File: src/rtl/ppi_pkg.sv
// ppi_pkg: control-word bit positions, mode/direction encodings and status layout shared by the PPI.
package ppi_pkg;
  typedef enum logic {MODE0 = 1'b0, MODE1 = 1'b1} modeT;
  typedef enum logic {DIR_OUT = 1'b0, DIR_IN = 1'b1} dirT;
  localparam int cwModeSet = 7;
  localparam int cwPortHi = 5;
  localparam int cwPortLo = 4;
  localparam int cwBitHi = 3;
  localparam int cwBitLo = 1;
  localparam int cwInte = 2;
  localparam int cwMode = 1;
  localparam int cwDir = 0;
  localparam int cwBsrVal = 0;
  localparam int stIntrLo = 0;
  localparam int stOvrLo = 4;
  function automatic logic [7:0] statusWord(input logic [3:0] intr, input logic [3:0] ovr);
    return (8'(ovr) << stOvrLo) | (8'(intr) << stIntrLo);
  endfunction
endpackage

File: src/rtl/ppi_sync_ports_if.sv
// ppi_sync_ports_if: CPU bus plus peripheral pins of the PPI; slave is the PPI side.
interface ppi_sync_ports_if #(parameter int NUM_PORTS = 4, parameter int PORT_W = 8, parameter int AW = 3);
  logic nCs;
  logic nRd;
  logic nWr;
  logic [AW-1:0] A;
  logic [7:0] Din;
  logic [7:0] Dout;
  logic [NUM_PORTS*PORT_W-1:0] PortIn;
  logic [NUM_PORTS*PORT_W-1:0] PortOut;
  logic [NUM_PORTS-1:0] PortOe;
  logic [NUM_PORTS-1:0] nStb;
  logic [NUM_PORTS-1:0] Ibf;
  logic [NUM_PORTS-1:0] nAck;
  logic [NUM_PORTS-1:0] nObf;
  logic [NUM_PORTS-1:0] Intr;
  modport master (output nCs, nRd, nWr, A, Din, PortIn, nStb, nAck,
                  input Dout, PortOut, PortOe, Ibf, nObf, Intr);
  modport slave (input nCs, nRd, nWr, A, Din, PortIn, nStb, nAck,
                 output Dout, PortOut, PortOe, Ibf, nObf, Intr);
endinterface

File: src/rtl/ppi_port_chan.sv
// ppi_port_chan: one PPI port - pin synchronisers, strobe/ack edge detect, mode 0/1 data path and handshake flags.
module ppi_port_chan
  import ppi_pkg::*;
#(parameter int PORT_W = 8) (
  input  logic Clk,
  input  logic nReset,
  input  logic [PORT_W-1:0] pinIn,
  input  logic nStbPin,
  input  logic nAckPin,
  input  logic modeSet,
  input  modeT modeNew,
  input  dirT dirNew,
  input  logic inteNew,
  input  logic portWr,
  input  logic [PORT_W-1:0] wrData,
  input  logic rdDone,
  input  logic statClr,
  input  logic bsrWr,
  input  logic [2:0] bsrBit,
  input  logic bsrVal,
  output logic [PORT_W-1:0] portOut,
  output logic [PORT_W-1:0] rdData,
  output logic oe,
  output logic ibf,
  output logic nObf,
  output logic intr,
  output logic overrun
);
  modeT mode;
  dirT dir;
  logic inte, stbQ, ackQ, stbFall, stbRise, ackFall, ackRise, m1In, m1Out;
  logic [PORT_W-1:0] inS1, inS2, latch;
  logic [1:0] stbS, ackS;
  assign stbFall = stbQ && !stbS[1];
  assign stbRise = !stbQ && stbS[1];
  assign ackFall = ackQ && !ackS[1];
  assign ackRise = !ackQ && ackS[1];
  assign m1In = mode == MODE1 && dir == DIR_IN;
  assign m1Out = mode == MODE1 && dir == DIR_OUT;
  assign rdData = m1In ? latch : dir == DIR_IN ? inS2 : portOut;
  assign oe = dir == DIR_OUT;
  always_ff @(posedge Clk or negedge nReset)
    if (!nReset) begin
      inS1 <= '0;
      inS2 <= '0;
      stbS <= '1;
      ackS <= '1;
      stbQ <= 1'b1;
      ackQ <= 1'b1;
    end else begin
      inS1 <= pinIn;
      inS2 <= inS1;
      stbS <= {stbS[0], nStbPin};
      ackS <= {ackS[0], nAckPin};
      stbQ <= stbS[1];
      ackQ <= ackS[1];
    end
  // Later assignments win: a strobe beats a same-cycle read completion, a CPU write beats an ack.
  always_ff @(posedge Clk or negedge nReset)
    if (!nReset) begin
      mode <= MODE0;
      dir <= DIR_IN;
      inte <= 1'b0;
      latch <= '0;
      portOut <= '0;
      ibf <= 1'b0;
      nObf <= 1'b1;
      intr <= 1'b0;
      overrun <= 1'b0;
    end else if (modeSet) begin
      mode <= modeNew;
      dir <= dirNew;
      inte <= inteNew;
      portOut <= '0;
      ibf <= 1'b0;
      nObf <= 1'b1;
      intr <= 1'b0;
      overrun <= 1'b0;
    end else begin
      if (statClr) overrun <= 1'b0;
      if (m1In) begin
        if (rdDone) begin
          ibf <= 1'b0;
          intr <= 1'b0;
        end
        if (stbFall && ibf && !rdDone) overrun <= 1'b1;
        else if (stbFall) begin
          latch <= inS2;
          ibf <= 1'b1;
        end
        if (stbRise && ibf && !rdDone && inte) intr <= 1'b1;
      end
      if (m1Out) begin
        if (ackFall) nObf <= 1'b1;
        if (ackRise && inte) intr <= 1'b1;
      end
      if (portWr && dir == DIR_OUT) begin
        portOut <= wrData;
        if (mode == MODE1) begin
          nObf <= 1'b0;
          intr <= 1'b0;
        end
      end
      if (bsrWr && dir == DIR_OUT) portOut[bsrBit] <= bsrVal;
    end
endmodule

File: src/rtl/ppi_sync_ports.sv
// ppi_sync_ports: clocked 8255A-style PPI; bus strobe edge detect, address decode, registered read mux.
// Optional bit set/reset control writes are enabled by defining PPI_BSR_EN.
module ppi_sync_ports
  import ppi_pkg::*;
#(parameter int NUM_PORTS = 4, parameter int PORT_W = 8, parameter int AW = 3) (
  input logic Clk,
  input logic nReset,
  ppi_sync_ports_if.slave bus
);
  localparam logic [AW-1:0] ctlAddr = AW'(NUM_PORTS);
  logic nWrQ, nRdQ, rdPend, wrEv, rdEv, rdDone, ctlWr, modeSetAll, bsrAll;
  logic [AW-1:0] rdAddr;
  logic [PORT_W-1:0] rdData [NUM_PORTS];
  logic [PORT_W-1:0] portRd;
  logic [NUM_PORTS*PORT_W-1:0] portOutV;
  logic [NUM_PORTS-1:0] oeV, ibfV, nObfV, intrV, ovrV;
  assign wrEv = !bus.nCs && !bus.nWr && nWrQ;
  assign rdEv = !bus.nCs && !bus.nRd && nRdQ;
  assign rdDone = rdPend && bus.nRd && !nRdQ;
  assign ctlWr = wrEv && bus.A == ctlAddr;
  assign modeSetAll = ctlWr && bus.Din[cwModeSet];
`ifdef PPI_BSR_EN
  assign bsrAll = ctlWr && !bus.Din[cwModeSet] && 32'(bus.Din[cwBitHi:cwBitLo]) < PORT_W;
`else
  assign bsrAll = 1'b0;
`endif
  for (genvar p = 0; p < NUM_PORTS; p++) begin : gChan
    ppi_port_chan #(.PORT_W(PORT_W)) uChan (
      .Clk(Clk),
      .nReset(nReset),
      .pinIn(bus.PortIn[p*PORT_W +: PORT_W]),
      .nStbPin(bus.nStb[p]),
      .nAckPin(bus.nAck[p]),
      .modeSet(modeSetAll && bus.Din[cwPortHi:cwPortLo] == 2'(p)),
      .modeNew(modeT'(bus.Din[cwMode])),
      .dirNew(dirT'(bus.Din[cwDir])),
      .inteNew(bus.Din[cwInte]),
      .portWr(wrEv && bus.A == AW'(p)),
      .wrData(bus.Din[PORT_W-1:0]),
      .rdDone(rdDone && rdAddr == AW'(p)),
      .statClr(rdDone && rdAddr == ctlAddr),
      .bsrWr(bsrAll && bus.Din[cwPortHi:cwPortLo] == 2'(p)),
      .bsrBit(bus.Din[cwBitHi:cwBitLo]),
      .bsrVal(bus.Din[cwBsrVal]),
      .portOut(portOutV[p*PORT_W +: PORT_W]),
      .rdData(rdData[p]),
      .oe(oeV[p]),
      .ibf(ibfV[p]),
      .nObf(nObfV[p]),
      .intr(intrV[p]),
      .overrun(ovrV[p])
    );
  end
  assign bus.PortOut = portOutV;
  assign bus.PortOe = oeV;
  assign bus.Ibf = ibfV;
  assign bus.nObf = nObfV;
  assign bus.Intr = intrV;
  always_comb begin
    portRd = '0;
    for (int i = 0; i < NUM_PORTS; i++) if (bus.A == AW'(i)) portRd = rdData[i];
  end
  // The read address is held so side effects land on the nRd rising edge.
  always_ff @(posedge Clk or negedge nReset)
    if (!nReset) begin
      nWrQ <= 1'b1;
      nRdQ <= 1'b1;
      rdPend <= 1'b0;
      rdAddr <= '0;
      bus.Dout <= '0;
    end else begin
      nWrQ <= bus.nWr;
      nRdQ <= bus.nRd;
      rdPend <= rdEv ? 1'b1 : rdDone ? 1'b0 : rdPend;
      if (rdEv) begin
        rdAddr <= bus.A;
        bus.Dout <= bus.A < ctlAddr ? 8'(portRd) : bus.A == ctlAddr ? statusWord(4'(intrV), 4'(ovrV)) : 8'h00;
      end
    end
endmodule

File: src/flat_wrapper.sv
// flat-port wrapper written by rule: the top's interface ports become plain ports
module ppi_sync_ports_flat import ppi_pkg::*;
#(parameter int NUM_PORTS = 4, parameter int PORT_W = 8, parameter int AW = 3)
  (Clk, nReset, bus_nCs, bus_nRd, bus_nWr, bus_A, bus_Din, bus_PortIn, bus_nStb, bus_nAck, bus_Dout, bus_PortOut, bus_PortOe, bus_Ibf, bus_nObf, bus_Intr);
  ppi_sync_ports_if #(.NUM_PORTS(NUM_PORTS), .PORT_W(PORT_W), .AW(AW)) bus_i ();
  input logic Clk;
  input logic nReset;
  input wire logic [$bits(bus_i.nCs)-1:0] bus_nCs;
  input wire logic [$bits(bus_i.nRd)-1:0] bus_nRd;
  input wire logic [$bits(bus_i.nWr)-1:0] bus_nWr;
  input wire logic [$bits(bus_i.A)-1:0] bus_A;
  input wire logic [$bits(bus_i.Din)-1:0] bus_Din;
  input wire logic [$bits(bus_i.PortIn)-1:0] bus_PortIn;
  input wire logic [$bits(bus_i.nStb)-1:0] bus_nStb;
  input wire logic [$bits(bus_i.nAck)-1:0] bus_nAck;
  output wire logic [$bits(bus_i.Dout)-1:0] bus_Dout;
  output wire logic [$bits(bus_i.PortOut)-1:0] bus_PortOut;
  output wire logic [$bits(bus_i.PortOe)-1:0] bus_PortOe;
  output wire logic [$bits(bus_i.Ibf)-1:0] bus_Ibf;
  output wire logic [$bits(bus_i.nObf)-1:0] bus_nObf;
  output wire logic [$bits(bus_i.Intr)-1:0] bus_Intr;
  assign bus_i.nCs = bus_nCs;
  assign bus_i.nRd = bus_nRd;
  assign bus_i.nWr = bus_nWr;
  assign bus_i.A = bus_A;
  assign bus_i.Din = bus_Din;
  assign bus_i.PortIn = bus_PortIn;
  assign bus_i.nStb = bus_nStb;
  assign bus_i.nAck = bus_nAck;
  assign bus_Dout = bus_i.Dout;
  assign bus_PortOut = bus_i.PortOut;
  assign bus_PortOe = bus_i.PortOe;
  assign bus_Ibf = bus_i.Ibf;
  assign bus_nObf = bus_i.nObf;
  assign bus_Intr = bus_i.Intr;
  ppi_sync_ports #(.NUM_PORTS(NUM_PORTS), .PORT_W(PORT_W), .AW(AW)) u_core (.Clk(Clk), .nReset(nReset), .bus(bus_i));
endmodule
File: config.mk
export PLATFORM = sky130hd
export DESIGN_NAME = ppi_sync_ports_flat
export DESIGN_NICKNAME = d
export VERILOG_FILES = /design/src/rtl/ppi_pkg.sv /design/src/rtl/ppi_sync_ports_if.sv /design/src/rtl/ppi_port_chan.sv /design/src/rtl/ppi_sync_ports.sv /design/src/flat_wrapper.sv
export SDC_FILE = /design/constraint.sdc
export NUM_CORES = 1
export LEC_CHECK = 0
export ABC_AREA = 1
export BUFFER_PORTS_ARGS = -buffer_cell sky130_fd_sc_hd__buf_2
export CAP_MARGIN = 25
export CORE_MARGIN = 5
export CORE_UTILIZATION = 35
export DETAILED_ROUTE_END_ITERATION = 16
export PLACE_DENSITY = 0.62
export SETUP_SLACK_MARGIN = 0.2
export SLEW_MARGIN = 15
export SYNTH_ARGS = -nofsm -noshare
export SYNTH_HDL_FRONTEND = slang
export SYNTH_SLANG_ARGS = --single-unit
File: constraint.sdc
create_clock -name Clk -period 3 [get_ports Clk]
set_clock_uncertainty 0.1 [all_clocks]
set_input_delay 0.3 -clock Clk [delete_from_list [all_inputs] [get_ports Clk]]
set_output_delay 0.3 -clock Clk [all_outputs]
set_load 0.05 [all_outputs]
==> summary.md <==
| Metric | Value |
|---|---|
| Final core occ | `0.445` |
| Most frequent cells in the layout | `nand2_1 (279), dfrtp_1 (160), buf_2 (110)` |
| GRT Overall Usage | `0.170` |
| First-pass GRT wire length | `34,300 um` |
| Crit path launch | `bus_nWr` |
| Post-route DRC | `0` |
| YS warnings | `0` |
| Synth Register Bits | `194` |
| Final hold viol count | `0` |
| Synth top area share | `0.511` |
| Fin crit period | `2310 ps` |
| Clk pwr share | `0.395` |
| Internal power | `4770 uW` |
| Post-CTS Setup Bufs | `0` |
| Largest fanout on the critical path | `16` |
| Initial Util | `0.357` |
| Worst r2r src | `u_core.nWrQ` |
| DIE AREA | `25,500 um2` |
| Fillers | `2,117` |
| Pleak | `0.00488 uW` |
| CP Launch Type | `input pin` |
| Initial antenna violation count | `0` |
| Worst setup EP type | `flop` |
| Die Width | `160 um` |
| Ant diodes | `0` |
| H-tree Lvls | `4` |
| Site row count | `54` |
| Post-Synthesis Net Count | `907` |
| Dpl ws | `776 ps` |
| CTS Buf Count | `17` |
| Clock transition at path regs | `60 ps` |
| Logic pwr share | `0.162` |
| Number of global-route vias before repair | `6,320` |
| Routed vias/inst | `4.94` |
| Post-detail-place hpwl | `15,300 um` |
| Setup Total Neg Slack | `0 ps` |
| Root Driver | `clkbuf_16` |
| Sequential share of power | `0.444` |
| CTS tree | `yes` |
| Clock insertion delay at the later pin of the skew report | `430 ps` |
| Total gr overflow | `0` |
| Worst Max-Slew Pin Slew | `634 ps` |
| Post-Syn Area per Cell | `9.20 um2` |
| WP data arrival | `2500 ps` |
| Antenna viol nets, final | `0` |
| Worst setup margin | `692 ps` |
| Grt met2 use | `0.265` |
| CTS sink cnt | `194` |
| Port buffer count | `111` |
| Die height | `160 um` |
| Synth cell types | `28` |
| Share of cells above drive strength 1 | `0.193` |
| Crit path kind | `input pin to flop` |
| TritonRoute pass-1 iters | `5` |
| Hold path start | `bus_Din[5]` |
| Cell Count, Final, Fillers Out | `1,293` |
| RSZ-0062 raised after global routing | `no` |
| Pins Over Slew Limit | `0` |
| Vias post-DR | `6,392` |
| GR Layer Usage met1 | `0.237` |
| Post-synthesis sequential area ratio | `0.625` |
| Final setup vio count | `0` |
| Worst Hold Class | `input pin to flop` |
| Number of top-level pins | `112` |
| Commonest non-fill, non-tap cell in the layout | `nand2_1` |
| Synthesized area | `7830 um2` |
| Placer Congestion | `0.863` |
| Synth Instances | `851` |
| Initial DRC count | `681` |
| Area Overhead vs Synth | `24.7%` |
| Clock Path Buffers | `2` |
| Sw Pwr | `1950 uW` |
| Pwr dens | `687 nW/um2` |
| Switching part of the total power | `0.290` |
| Final Power | `6720 uW` |
| Final nets | `1,056` |
| Cell taking the most area after synthesis | `dfrtp_1` |
| Relative slew slack | `0.576` |
| WL/cell | `16.5 um` |
| Top cells by area, synth | `dfrtp_1 (51%), nand2_1 (13%), dfstp_2 (11%), nand3_1 (5.2%), o21ai_0 (3.6%)` |
| Outcome | `finished, final reports clean` |
| Met3 Track Usage GR | `0.0386` |
| Worst Hold Depth | `3` |
| Tcrit/Tclk final | `0.769` |
| Total core area | `22,000 um2` |
| Dpl cells | `1,218` |
| Max Cap Viol | `0` |
| Worst Path Required | `3190 ps` |
| R2R depth | `6` |
| Gr busiest metal | `met2` |
| Routed WL | `21,400 um` |
| Maximum clock rate | `433 MHz` |
| VDD IR-drop max | `0.380 mV` |
| Pin count of the biggest net entering global routing | `74` |
synth_stat cells:
| master | instances |
|---|---|
| nor3_1 | 5 |
| nand2_1 | 279 |
| nor3_4 | 3 |
| o2bb2ai_1 | 1 |
| a22oi_1 | 7 |
| dfrtp_1 | 160 |
| clkinv_1 | 1 |
| buf_4 | 17 |
| a21oi_1 | 10 |
| nand3b_1 | 1 |
| inv_2 | 1 |
| a31oi_1 | 8 |
| buf_2 | 1 |
| dfstp_2 | 34 |
| o21ai_0 | 57 |
| o21ai_1 | 4 |
| nor3_2 | 1 |
| nand4_1 | 33 |
| a21oi_2 | 1 |
| inv_1 | 70 |
| nand3_1 | 82 |
| nand3_2 | 1 |
| a211oi_1 | 1 |
| or2_2 | 1 |
| nor2_1 | 51 |
| and2_1 | 1 |
| clkbuf_1 | 18 |
| nor2_2 | 2 |
final cells by class:
type | count | area [um2] | share of cell area
Multi-Input combinational cell | 549 | 2460 | 0.252
Sequential cell | 194 | 4900 | 0.501
Clock buffer | 20 | 437 | 0.0447
Timing Repair Buffer | 166 | 1100 | 0.112
Tap cell | 280 | 350 | 0.0359
Clock inverter | 12 | 251 | 0.0257
Inverter | 72 | 270 | 0.0277
state kept, by name, summed over array words and instances (netlist names), 8 cells and up:
name                        count
u_core.gChan.uChan.inS1        32
u_core.bus.Dout                 8
u_core.gChan.uChan.stbS         8
u_core.gChan.uChan.portOut     32
u_core.gChan.uChan.inS2        32
u_core.gChan.uChan.latch       32
u_core.gChan.uChan.ackS         8
power groups by stage:
stage | Sequential [uW] | Clock, uW | Combinational [uW]
CTS | 2980 | 2690 | 1100
finish | 2980 | 2650 | 1090
floorplan | 3330 | 0 | 359
global route | 3000 | 2810 | 1180
global placement | 3020 | 0 | 1040
detailed placement | 3030 | 0 | 1050
per-stage QoR:
step	area [um2]	hold WS (ps)
finish	9770	70.8
detailed placement	8650	235
global route	9770	87.5
floorplan	7830	-95.6
CTS	9770	58.3
global placement	8650	234
path summary, 6_finish.rpt:
kind	end	slack (ps)
worst max register to register	u_core.gChan[2].uChan.portOut[0]	780
worst min register to register	u_core.gChan[0].uChan.inS2[5]	250
worst min-delay path	u_core.gChan[0].uChan.portOut[5]	70
worst max-delay path	u_core.gChan[2].uChan.portOut[0]	690
min in group asynchronous	u_core.gChan[1].uChan.inS1[7]	340
max in group asynchronous	u_core.gChan[0].uChan.ackS[0]	1610
timing repair:
item	in CTS	in global routing
gates resized for setup	0	0
endpoints found under the hold margin	96	0
hold buffers	43	0
endpoints found under the setup margin	0	0
per-layer routing:
| metal | up-vias | share of wire |
|---|---|---|
| met5 | - | 0 |
| met4 | 0 | 0.025 |
| met3 | 39 | 0.061 |
| met2 | 224 | 0.46 |
| met1 | 3083 | 0.45 |
| li1 | 3046 | - |
worst max-delay path, stage by stage:
cell and delay [ps]:
dlygate4sd3_1 530, buf_2 130, nor2_1 80, nand2_1 210
nor3_4 330, nand2_1 410, buf_4 320, nand3_1 80
o21ai_0 100
cells by family (layout without fill, tap and decap cells):
| family | after synthesis | after routing | synth area share |
|---|---|---|---|
| simple gates | 460 | 460 | 0.253 |
| flops | 194 | 194 | 0.625 |
| compound gates | 89 | 89 | 0.0617 |
| buf+inv | 108 | 270 | 0.0601 |
Power figures use the tool's default switching activity.
